[src/rtl/ifu_brchmis_rcv.sv]
// ---------------------------------------------------------------------------
// ifu_brchmis_rcv
//
// IFU side of the EXU branch-mispredict flush interface. The block owns the
// fetch PC and issues sequential fetch requests, with at most one
// outstanding. Each fetched instruction goes into a single output register
// for decode. A flush redirects the PC to op1 + op2. Any fetch response still
// in flight when the flush arrives is consumed and thrown away.
//
// Ports
//   clk, rst_n                 clock, asynchronous active-low reset
//   brchmis_flush_req/ack      flush handshake (ack = req, always ready)
//   brchmis_flush_add_op1/op2  redirect target adder operands
//   ifu_req_valid/ready/pc     fetch request channel
//   ifu_rsp_valid/ready/instr  fetch response channel
//   ifu_o_valid/ready/pc/ir    instruction output to decode
//   ifu_brchmis_cnt            saturating flush counter (BRCHMIS_CNT_EN only)
//
// Optional build macro: BRCHMIS_CNT_EN adds the flush counter and its port.
// ---------------------------------------------------------------------------
`ifndef PC_SIZE
`define PC_SIZE 32
`endif

module ifu_brchmis_rcv #(
    parameter logic [`PC_SIZE-1:0] RESET_PC = 32'h8000_0000,
    parameter int                  INSTR_W  = 32
) (
    input  logic                clk,
    input  logic                rst_n,
    input  logic                brchmis_flush_req,
    output logic                brchmis_flush_ack,
    input  logic [`PC_SIZE-1:0] brchmis_flush_add_op1,
    input  logic [`PC_SIZE-1:0] brchmis_flush_add_op2,
    output logic                ifu_req_valid,
    input  logic                ifu_req_ready,
    output logic [`PC_SIZE-1:0] ifu_req_pc,
    input  logic                ifu_rsp_valid,
    output logic                ifu_rsp_ready,
    input  logic [INSTR_W-1:0]  ifu_rsp_instr,
    output logic                ifu_o_valid,
    input  logic                ifu_o_ready,
    output logic [`PC_SIZE-1:0] ifu_o_pc,
    output logic [INSTR_W-1:0]  ifu_o_ir
`ifdef BRCHMIS_CNT_EN
    ,
    output logic [31:0]         ifu_brchmis_cnt
`endif
);

    typedef enum logic [1:0] {
        S_REQ     = 2'd0,
        S_RSP     = 2'd1,
        S_DISCARD = 2'd2
    } state_t;

    state_t              state, state_nxt;
    logic [`PC_SIZE-1:0] pc_r;
    logic [`PC_SIZE-1:0] flush_target;
    logic                flush;
    logic                rsp_take;   // response captured into the output register

    // The IFU is always able to accept a flush.
    assign flush             = brchmis_flush_req;
    assign brchmis_flush_ack = brchmis_flush_req;

    // Carry out of the adder is dropped; there is no alignment check.
    assign flush_target = brchmis_flush_add_op1 + brchmis_flush_add_op2;
    assign ifu_req_pc   = pc_r;

    always_comb begin
        state_nxt     = state;
        ifu_req_valid = 1'b0;
        ifu_rsp_ready = 1'b0;
        rsp_take      = 1'b0;
        case (state)
            S_REQ: begin
                // A flush suppresses the request so that the stale PC is never issued.
                ifu_req_valid = ~flush;
                if (!flush && ifu_req_ready)
                    state_nxt = S_RSP;
            end
            S_RSP: begin
                // One-entry output register with no bypass: take the response
                // only when the slot is free or is being drained this cycle.
                ifu_rsp_ready = ~ifu_o_valid | ifu_o_ready;
                if (ifu_rsp_valid && ifu_rsp_ready) begin
                    state_nxt = S_REQ;
                    rsp_take  = ~flush;
                end else if (flush) begin
                    state_nxt = S_DISCARD;
                end
            end
            S_DISCARD: begin
                // Consume the stale response. A further flush here only
                // moves the target. If the stale response completes in the
                // same cycle, nothing is left outstanding, so fetching resumes.
                ifu_rsp_ready = 1'b1;
                if (ifu_rsp_valid)
                    state_nxt = S_REQ;
            end
            default: state_nxt = S_REQ;
        endcase
    end

    always_ff @(posedge clk or negedge rst_n) begin
        if (!rst_n)
            state <= S_REQ;
        else
            state <= state_nxt;
    end

    // A flush takes priority over the sequential PC advance and the output load.
    always_ff @(posedge clk or negedge rst_n) begin
        if (!rst_n) begin
            pc_r        <= RESET_PC;
            ifu_o_valid <= 1'b0;
            ifu_o_pc    <= '0;
            ifu_o_ir    <= '0;
        end else if (flush) begin
            pc_r        <= flush_target;
            ifu_o_valid <= 1'b0;
        end else if (rsp_take) begin
            pc_r        <= pc_r + `PC_SIZE'(4);
            ifu_o_valid <= 1'b1;
            ifu_o_pc    <= pc_r;
            ifu_o_ir    <= ifu_rsp_instr;
        end else if (ifu_o_ready) begin
            ifu_o_valid <= 1'b0;
        end
    end

`ifdef BRCHMIS_CNT_EN
    always_ff @(posedge clk or negedge rst_n) begin
        if (!rst_n)
            ifu_brchmis_cnt <= '0;
        else if (brchmis_flush_req && brchmis_flush_ack && ifu_brchmis_cnt != 32'hFFFF_FFFF)
            ifu_brchmis_cnt <= ifu_brchmis_cnt + 32'd1;
    end
`endif

endmodule

[config.mk]
export PLATFORM = sky130hd
export DESIGN_NAME = ifu_brchmis_rcv
export DESIGN_NICKNAME = d
export VERILOG_FILES = /design/src/rtl/ifu_brchmis_rcv.sv
export SDC_FILE = /design/constraint.sdc
export NUM_CORES = 1
export LEC_CHECK = 0
export CORE_ASPECT_RATIO = 0.7
export CORE_MARGIN = 3
export CORE_UTILIZATION = 45
export CTS_CLUSTER_DIAMETER = 200
export DETAILED_ROUTE_END_ITERATION = 10
export GPL_ROUTABILITY_DRIVEN = 1
export PLACE_DENSITY = 0.78
export REMOVE_ABC_BUFFERS = 1
export SLEW_MARGIN = 30
export SYNTH_ARGS = -nofsm -noshare
export SYNTH_HDL_FRONTEND = slang
export SYNTH_SLANG_ARGS = --single-unit
[constraint.sdc]
create_clock -name clk -period 2.7 [get_ports clk]
set_input_delay 0.27 -clock clk [delete_from_list [all_inputs] [get_ports clk]]
set_output_delay 0.27 -clock clk [all_outputs]
set_load 0.01 [all_outputs]
After elaboration in Yosys (flattened, before gate mapping)
Index checks and enable logic that the tools add are counted.

Output and inout port bits: 100. Bits in registers: 99. Bits of input ports: 102. Word-level logic and storage cells: 37.

Reduce and logical (&&, ||, !) cells: 8. Multiplexer cells: 14. Add/sub/neg operators: 2. Bitwise logic cells: 3. Eq/ne operators: 5.

Operator list (count): $mux W32 (2); $add A32 B3 Y32 const B (1); $add A32 B32 Y32 (1); $mux W2 (4); $mux W1 (6); $pmux W2 S3 (1); $ne A2 B2 Y1 const B (2); $ne A3 B3 Y1 const B (1); $reduce_and A3 Y1 (1); $reduce_bool A3 Y1 (1); $eq A2 B1 Y1 const B (1); $eq A2 B2 Y1 const B (1); $logic_and A1 B1 Y1 (2); $logic_not A2 Y1 (1); $not A1 Y1 (2); $pmux W1 S2 (1); $reduce_and A2 Y1 (1); $reduce_bool A2 Y1 (1); $logic_not A1 Y1 (1); $or A1 B1 Y1 (1).

Logic depth before layout (Yosys ltp)
Depth after elaboration: 7. Depth in mapped cells: 10.

Worst setup path after synthesis
Ideal clock, no wire load.

Kind: input -> register. From: input brchmis_flush_add_op1[0]. To: register pc_r[28], in the netlist ifu_req_pc[28]. Setup slack: 0.408 ns. Arrival time: 2.167 ns. Setup time: 0.125 ns. Cell stages on the path: 10. Data required time: 2.575 ns. Buffers on the path: 0. Cell sequence: ha_1 inv_1 fa_1 nor2b_1 o31a_1 o21ai_1 a2111oi_1 a211oi_1 xnor2_1 mux2_2.

Cells in the longest elaborated chain, start to end: 2.

Ends and longest elaborated chain: from (decl) (line 33) `` input logic [`PC_SIZE-1:0] brchmis_flush_add_op1, ``; $add A32 B32 Y32 (line 68) `assign flush_target = brchmis_flush_add_op1 + brchmis_flush_add_op2;`; $mux W32 (line 120) `end else if (flush) begin`; to (signal assigned) (line 121) `pc_r <= flush_target;`; to (signal assigned) (line 124) `` pc_r <= pc_r + `PC_SIZE'(4); ``; to (decl) (line 58) `` logic [`PC_SIZE-1:0] pc_r; ``.

No other way between the ends. A chain may end at the register's enable or synchronous reset.

Worst setup path after layout
Ends and elaborated chain as after synthesis.

==> results.txt <==
The flow ran to the end, but the final reports show violations. The final reports fail on negative hold slack. After clock tree synthesis, the clock-pin slew on the worst setup and hold paths is 0.07 ns. The tools report the worst path required time as 2.93 ns. The max-cap violation count was 0. For the number of instances resized during post-cts repair, the log shows 0. The most frequently used flop master after synthesis is dfrtp_1. The largest single stage delay on the critical path is 0.46 ns.

The logs give 0 for the remaining antenna violation count and 0 for the initial antenna violation count. The die covers 15,310 µm². The number of nets in the layout is 1,104, and the final setup violation count is 0. The post-route total power was 0.006861 W. Wire segments on met2 add up to 7530 µm in the final route. Global routing finished with a remaining overflow of 0. IR analysis of the VDD net gives a maximum drop of 0.3595 mV.

In this run the clock root is driven by a clkbuf_16. In the global route stage, overall resource usage came out at 22.88%. After detailed routing, the average wire length per cell comes to 15.39 µm.

For the post-route worst hold slack, the log shows -0.02950 ns. Summing over every cut layer, the via total after detailed routing is 6,082. For this block, the initial DRC count from the detailed router was 335.

The post-CTS setup buffer count is 0, and the vertical die dimension is 104.4 µm. The logs give 0 for the antenna diode instance count and 0.1566 ns for the final worst slack. The clock net in this run drives a total of 99 sinks. The detailed router put a total of 8881 µm of wire on met1. Yosys mapped a number of flops with a built-in enable equal to 0. The post-route netlist has 7.518% of its cells at a drive strength greater than 1. After routing the design area is 8879 µm².

The routed design could run at a clock period as short as 2.543 ns. Classification of the worst setup path: in -> reg. A synthesized cell averages 8.239 µm².

Setup repair after global routing left no endpoint under its margin. The logs give 3.924 nW for the static leakage and 35 for the site row count. After synthesis the cells add up to 6228 µm². The tools report the total half-perimeter wirelength after legalization and detailed placement as 13,990 µm. The run gives 0 as the number of max-slew violations in the final report. Setup total negative slack on the finished layout was measured at 0 ns. Sequential cells were found to cover 39.80% of the synthesized design area.

TritonCTS created 9 clock buffers. At the later pin of the worst-skew pair, clock insertion delay measures 0.34 ns. Wire segments on met3 add up to 1249 µm in the final route. Relative to the synthesized area, the layout overhead comes to 42.55%.

The most common library cell in the layout ignoring fill and taps is nand2_1. The final layout contains routed wiring with a total length of 17,790 µm. Maximum buffer depth of the clock tree: 2. The slowest stage of the critical path is the clkdlybuf4s50_1 cell. The number of port buffers works out to 201. The number of synthesis warnings was 0. TritonCTS built the clock tree. The global placer's final weighted congestion was 0.8778. Measured along the x axis, the die boundary spans 146.6 µm.

Once placement finished, the instance area stood at 8572 µm². The H-tree generated during clock tree synthesis spans 3 levels. The top achievable clock speed came out at 393.2 MHz.

For the core box area, the log shows 13,360 µm². The library cells used most frequently in the layout, excluding fill and tap cells, are nand2_1, clkdlybuf4s50_1, dfrtp_1. Detail-routed via count per cell: 5.261. The worst setup path is launched from an input pin. Clock skew on the completed layout was measured at 0.004344 ns. The highest routing layer actually used was met4. After layout, the worst path uses 94.20% of the clock period. Prior to clock tree synthesis, the placed netlist has a worst setup slack of -0.2657 ns.

The maximum number of pins on one net before global-route repair came out at 63. The first TritonRoute pass finished after 5 iterations. The arrival time of data at the critical path endpoint was 2.77 ns. Number of cells traversed by the worst register-to-register path: 8. The number of endpoints with negative hold slack in the final report was 37; the number of global-route vias before repair was 5,676. Hold repair after CTS inserted 0 buffers. The layout has 1,113 filler cells. The first global-routing pass estimated 29,040 µm of wire. The number of library cell types mapped by synthesis was 67.

Counting flops with an async set or reset pin after synthesis yields a share of 100.0%. The min-delay analysis places its worst path in the category in -> async. Along the worst path, the maximum fanout reaches 3.

Dividing total power by cell area gives a power density of 772.8 nW/µm². Slew of the pin with the lowest slew margin: 0.6921 ns. Endpoint kind of the worst setup timing path: a flop. The max-slew headroom at the worst pin was 53.86%. Walking the worst path, the cells encountered are clkdlybuf4s50_1, ha_1, inv_1, fa_1, nor2b_1, o31a_1, o21ai_1, a2111oi_2, a211oi_1, xnor2_1, mux2_2. The logs give 0 for the DRC violations left and 202 for the number of primary I/O pins.

The tools report the initial standard-cell utilization of the core as 46.63%. The synthesized instance count came out at 756. After synthesis the netlist holds a flip-flop and latch count of 99.
-- layer usage --
layer | up-vias | track usage, %
met1 | 2793 | 35.25
met3 | 9 | 3.920
met2 | 251 | 34.01
met4 | 0 | 3.960
li1 | 3029 | -
met5 | - | 0
-- area by class of cell --
type                       count  area (µm²)  area share [%]
clock buffer                   9       225.2           2.537
multi-input combinational    608        3567           40.18
inverter                      17       63.81          0.7187
timing repair buffer         231        2242           25.25
sequential                    99        2479           27.92
tap                          185       231.5           2.607
clock inverter                 7       70.07          0.7892
-- logic make-up after synthesis --
| group | count (synthesis) | synth area share [%] |
|---|---|---|
| DFF | 99 | 39.80 |
| adders and majority gates | 36 | 7.352 |
| xor gates and xnor gates | 49 | 6.890 |
| muxes | 8 | 1.386 |
| and+or+nand+nor | 368 | 25.91 |
| AOI/OAI and AO/OA | 147 | 15.43 |
| buffers and inverters | 49 | 3.234 |
-- registers in the layout, indices dropped and copies added (netlist names) --
signal       cells
state            2
ifu_o_ir        32
ifu_o_pc        32
ifu_req_pc      32
ifu_o_valid      1
-- cells in the mapped netlist, types with 8 or more instances --
cell type,n,area [µm²]
a21oi_1,50,250.2
and3_1,9,56.30
and4_1,8,70.07
buf_2,9,45.04
clkbuf_1,16,60.06
dfrtp_1,98,2452
ha_1,35,437.9
inv_1,17,63.81
nand2_1,234,878.3
nand3_1,17,85.08
nand4_1,18,112.6
nor2_1,46,172.7
nor3_1,11,55.05
o21a_1,8,60.06
o21ai_0,32,160.2
xnor2_1,29,254.0
xor2_1,20,175.2
-- report_power, final --
group | switching [W] | leakage (nW) | total [W] | internal (W)
registers | 0.000425 | 1.20 | 0.00247 | 0.00205
logic | 0.00146 | 2.58 | 0.00314 | 0.00167
clock network | 0.000599 | 0.147 | 0.00125 | 0.000651
-- critical path: cells and delay by family --
family | cells | cell delay [ns]
mux | 1 | 0.26
fa+ha+maj | 2 | 0.56
simple gates | 1 | 0.16
buf+inv | 2 | 0.52
compound gates | 4 | 0.85
xor+xnor | 1 | 0.14
-- final timing paths --
path | startpoint | endpoint | slack (ns)
hold / removal | rst_n | ifu_req_pc[0] | -0.03
hold reg to reg | ifu_o_pc[28] | ifu_o_pc[28] | 0.47
max in group asynchronous | rst_n | ifu_o_pc[17] | 2.05
min in group clk | brchmis_flush_req | ifu_req_pc[6] | 0.41
setup reg to reg | state[1] | ifu_req_pc[17] | 0.39
setup / recovery | brchmis_flush_add_op1[0] | ifu_req_pc[28] | 0.16
-- metrics by stage --
step                utilization (%)  cells
detailed placement            64.18   1140
global route                  66.47   1156
floorplan                         -    724
global placement              64.18   1140
finish                        66.47   1156
CTS                           66.39   1156
(Power assumes the default switching activity.)
